### src/rtl/shadow_reg_pkg.sv
// Shared types for the shadowed control register: field layout, reset value and phase encoding.
package shadow_reg_pkg;

    typedef enum logic [1:0] {
        ENUM_ITEM = 2'b11
    } enum_t;

    typedef struct packed {
        logic [1:0] a;
        logic [2:0] b;
    } ctrl_t;

    localparam ctrl_t CTRL_RESET = '{a: ENUM_ITEM, b: 3'b000};

    typedef enum logic {
        PH_IDLE   = 1'b0,
        PH_STAGED = 1'b1
    } phase_e;

endpackage

### src/rtl/shadow_reg_check.sv
// Storage integrity checker: flags committed != ~shadow and holds the flag until reset.
module shadow_reg_check #(
    parameter int DW = 5
) (
    input  logic          clk_i,
    input  logic          rst_i,
    input  logic [DW-1:0] committed_i,
    input  logic [DW-1:0] shadow_i,
    output logic          err_o
);

    logic mismatch;

    assign mismatch = (committed_i != ~shadow_i);

    always_ff @(posedge clk_i) begin
        if (rst_i) begin
            err_o <= 1'b0;
        end else if (mismatch) begin
            err_o <= 1'b1;
        end
    end

endmodule

### src/rtl/shadow_reg_stage.sv
// Double-write sequencing stage in front of a shadowed subreg.
// Optional staged-phase timeout: define SHADOW_STAGE_TIMEOUT_EN.
module shadow_reg_stage
    import shadow_reg_pkg::*;
#(
    parameter int    DW             = 5,
    parameter ctrl_t RESVAL         = CTRL_RESET,
    parameter int    TIMEOUT_CYCLES = 16
) (
    input  logic          clk_i,
    input  logic          rst_i,
    input  logic          we_i,
    input  logic [DW-1:0] wd_i,
    input  logic          re_i,
    input  logic          fi_shadow_i,
    output logic [DW-1:0] q_o,
    output logic          qe_o,
    output logic          phase_o,
    output logic          err_update_o,
    output logic          err_storage_o
);

    localparam logic [DW-1:0] RESVAL_W = DW'(RESVAL);

    if (DW != $bits(ctrl_t)) begin : g_bad_dw
        $error("shadow_reg_stage: DW must equal $bits(ctrl_t)");
    end
    if (TIMEOUT_CYCLES < 2) begin : g_bad_timeout
        $error("shadow_reg_stage: TIMEOUT_CYCLES must be >= 2");
    end

    phase_e        phase_q;
    logic [DW-1:0] staged_q;
    logic [DW-1:0] committed_q;
    logic [DW-1:0] shadow_q;
    logic          qe_q;
    logic          err_update_q;
    logic          commit;
    logic [DW-1:0] fi_mask;

    assign commit  = (phase_q == PH_STAGED) && we_i && (wd_i == staged_q);
    assign fi_mask = {{(DW-1){1'b0}}, fi_shadow_i};

`ifdef SHADOW_STAGE_TIMEOUT_EN
    localparam int CW = $clog2(TIMEOUT_CYCLES + 1);
    logic [CW-1:0] age_q;
`endif

    always_ff @(posedge clk_i) begin
        if (rst_i) begin
            phase_q      <= PH_IDLE;
            staged_q     <= '0;
            committed_q  <= RESVAL_W;
            qe_q         <= 1'b0;
            err_update_q <= 1'b0;
`ifdef SHADOW_STAGE_TIMEOUT_EN
            age_q        <= '0;
`endif
        end else begin
            qe_q         <= 1'b0;
            err_update_q <= 1'b0;
            unique case (phase_q)
                PH_IDLE: begin
                    if (we_i) begin
                        staged_q <= wd_i;
                        phase_q  <= PH_STAGED;
`ifdef SHADOW_STAGE_TIMEOUT_EN
                        age_q    <= '0;
`endif
                    end
                end
                PH_STAGED: begin
                    // A write always resolves the pending stage; a concurrent read is ignored.
                    if (we_i) begin
                        phase_q <= PH_IDLE;
                        if (commit) begin
                            committed_q <= wd_i;
                            qe_q        <= 1'b1;
                        end else begin
                            err_update_q <= 1'b1;
                        end
                    end else if (re_i) begin
                        phase_q <= PH_IDLE;
`ifdef SHADOW_STAGE_TIMEOUT_EN
                    end else if (age_q == CW'(TIMEOUT_CYCLES - 1)) begin
                        phase_q      <= PH_IDLE;
                        err_update_q <= 1'b1;
                    end else begin
                        age_q <= age_q + 1'b1;
`endif
                    end
                end
                default: phase_q <= PH_IDLE;
            endcase
        end
    end

    // Fault injection is applied on top of whatever the shadow would otherwise load.
    always_ff @(posedge clk_i) begin
        if (rst_i) begin
            shadow_q <= ~RESVAL_W;
        end else begin
            shadow_q <= (commit ? ~wd_i : shadow_q) ^ fi_mask;
        end
    end

    shadow_reg_check #(
        .DW(DW)
    ) u_check (
        .clk_i      (clk_i),
        .rst_i      (rst_i),
        .committed_i(committed_q),
        .shadow_i   (shadow_q),
        .err_o      (err_storage_o)
    );

    assign q_o          = committed_q;
    assign qe_o         = qe_q;
    assign phase_o      = phase_q;
    assign err_update_o = err_update_q;

endmodule

### config.mk
export PLATFORM = sky130hd
export DESIGN_NAME = shadow_reg_stage
export DESIGN_NICKNAME = d
export VERILOG_FILES = /design/src/rtl/shadow_reg_pkg.sv /design/src/rtl/shadow_reg_check.sv /design/src/rtl/shadow_reg_stage.sv
export SDC_FILE = /design/constraint.sdc
export NUM_CORES = 1
export LEC_CHECK = 0
export ABC_AREA = 1
export BUFFER_PORTS_ARGS = -buffer_cell sky130_fd_sc_hd__buf_2
export CORE_AREA = 2 2 62 64
export CTS_CLUSTER_SIZE = 12
export DETAILED_ROUTE_END_ITERATION = 10
export DIE_AREA = 0 0 64 66
export GPL_TIMING_DRIVEN = 0
export SLEW_MARGIN = 0
export SYNTH_ARGS = -nofsm -noshare
export SYNTH_HDL_FRONTEND = slang
export SYNTH_SLANG_ARGS = --single-unit
### constraint.sdc
create_clock -name clk_i -period 3.2 [get_ports clk_i]
set_clock_uncertainty 0.2 [all_clocks]
set_input_delay 0.64 -clock clk_i [delete_from_list [all_inputs] [get_ports clk_i]]
set_output_delay 0.64 -clock clk_i [all_outputs]
set_load 0.01 [all_outputs]
==> out/metrics.cfg <==
[grt]
use_met3 = 0.02385
grt_max_degree = 12
grt_pass1_vias = 626
grt_usage = 0.08370
grt_use_met2 = 0.1263
top_usage_layer = met2
grt-ovfl-total = 0
grt.met1_usage = 0.1088
antenna_found_initial = 0
grt_pass1_wl_um = 2739

[cells_and_area]
drive_gt1_frac = 0.2993
final_cell_mix = nand2_1 (28), buf_2 (20), dfxtp_1 (19)
mostFrequentLayoutCell = nand2_1
fin_util = 0.2946
area_growth_pct = 20.46
diodes = 0
final_nets = 148

[route]
vias_per_cell = 3.957
postRouteAntennaNets = 0
num_vias = 732
first_iter_violations = 23
drt_wl_total_um = 1690
firstDrtPassIters = 3
drt-wirelength-per-cell_um = 9.135
drc = 0

[placement]
numPortBuffers = 18
dpl.hpwl_um = 1316
place_ws_ps = 1386
routabilityCongestion = 0.7172

[critical_path]
cp.depth = 1
worstPathRequired_ps = 2360
cp_num_buf_inv = 1
start_kind = flip-flop
r2r_slack_ps = 1740
r2r_cells = 7
worstPathCellList = buf_2
max_stage_delay_ps = 400
critPathArrivalTime_ps = 860
cp_top_family = flip-flops
worstSetupPathType = flip-flop to primary output
path_max_fanout = 4
crit_path_top_delay_cell = dfxtp_1
critPathCaptureType = primary output

[cts]
clk_latency_ps = 300
clk_path_buf_depth = 2
cts_setup_buffers = 0
cts-root-buf = clkbuf_4
clk_pin_slew_ps = 120
cts_buffers = 3
cts_tree = done
hold_buffers = 0
clock_sinks = 19
cts.repair.resized = 0
htreeDepth = 1

[timing]
fin_crit_ps = 1695
max_slew_margin = 0.8577
final_hold_viol_count = 0
tightest_slew_ps = 213.4
finalMaxSlewViolations = 0
whs_ps = 275.7
min_period_over_period = 0.5298
rsz0062_at_grt = false
fmaxAchievable_mhz = 589.9
setup_slack_ps = 1505
setup_viol = 0
tns_ps = 0

[logic_synthesis]
synth-edff-count = 0
netlist_instances = 115
synth_nets = 125
ys.flop_type = dfxtp_1
yosysUniqueCellTypes = 23
yosysSeqAreaShare = 0.4380
synth-seq-cells = 19
yosysWarnings = 0
synth_area_um2 = 868.3
async_flop_share = 0
syn_avg_cell_area_um2 = 7.551

[floorplan]
die_h_um = 66
dieWidth_um = 64
rows = 22
die_area_um2 = 4224
initial_core_util = 0.2445
io_pins = 19
core_area_um2 = 3551

[worst_hold_path]
holdCritPathClass = flip-flop to flip-flop
min_path_cells = 2

[power]
p_per_area_nw_per_um2 = 412.5
peakVddDrop_mv = 0.1195
total_power_w = 0.0004315
p_leak_nw = 0.5102

[run_status]
status = finished, final reports clean

[run]
drv_cap = 0

[cell families after synthesis]
logic type | synth area share
buffers and inverters | 0.1081
DFF | 0.4380
AOI/OAI and AO/OA | 0.1426
and+or+nand+nor | 0.2709
xor gates and xnor gates | 0.04035
[area by class of cell]
cell class | count | area, um2
buffer | 3 | 21.27
clock inverter | 1 | 5.005
inverter | 19 | 72.57
multi-input combinational | 74 | 394.1
timing repair buffer | 18 | 90.09
sequential | 19 | 380.4
fill | 398 | 2505
clock buffer | 3 | 22.52
tap | 48 | 60.06
[synthesized netlist by cell type (3+ instances only)]
cell type  count  area [um2]
nand2_1       28       105.1
dfxtp_1       19       380.4
inv_1         15       56.30
a21oi_1       10       50.05
nor2_1         6       22.52
o21ai_1        5       25.02
nand2_2        4       25.02
nand3_1        4       20.02
inv_2          3       11.26
o21ai_0        3       15.01
xnor2_1        3       26.28
[metal layers]
metal  vias up  part of all wire
met3         2             0.047
li1        405                 -
met4         0            0.0089
met5         -                 0
met1       313              0.50
met2        12              0.44
[state kept, by name, summed over array words and instances, names as in the netlist]
| register | count |
|---|---|
| err_update_o | 1 |
| phase_o | 1 |
| q_o | 5 |
| qe_o | 1 |
| shadow_q | 5 |
| staged_q | 5 |
| u_check.err_o | 1 |
[worst paths after layout]
check                                   start            end
worst max-delay path                  phase_o        phase_o
worst min-delay path            u_check.err_o  u_check.err_o
worst max register to register        phase_o    shadow_q[0]
worst min register to register  u_check.err_o  u_check.err_o
[stage by stage]
step | std cells | cell area, um2
after floorplan | 115 | 868.3
after global placement | 181 | 1018
after detailed placement | 181 | 1018
after CTS | 185 | 1046
after global routing | 185 | 1046
final | 185 | 1046
[where the power goes]
group / switching [W] / leakage (nW) / total (W) / internal (W)
Combinational: 0.0000338 / 0.337 / 0.0000554 / 0.0000216
Clock: 0.0000777 / 0.0177 / 0.000124 / 0.0000466
Sequential: 0.00000601 / 0.155 / 0.000252 / 0.000246
Note: power is estimated with default switching activity, not from simulation.
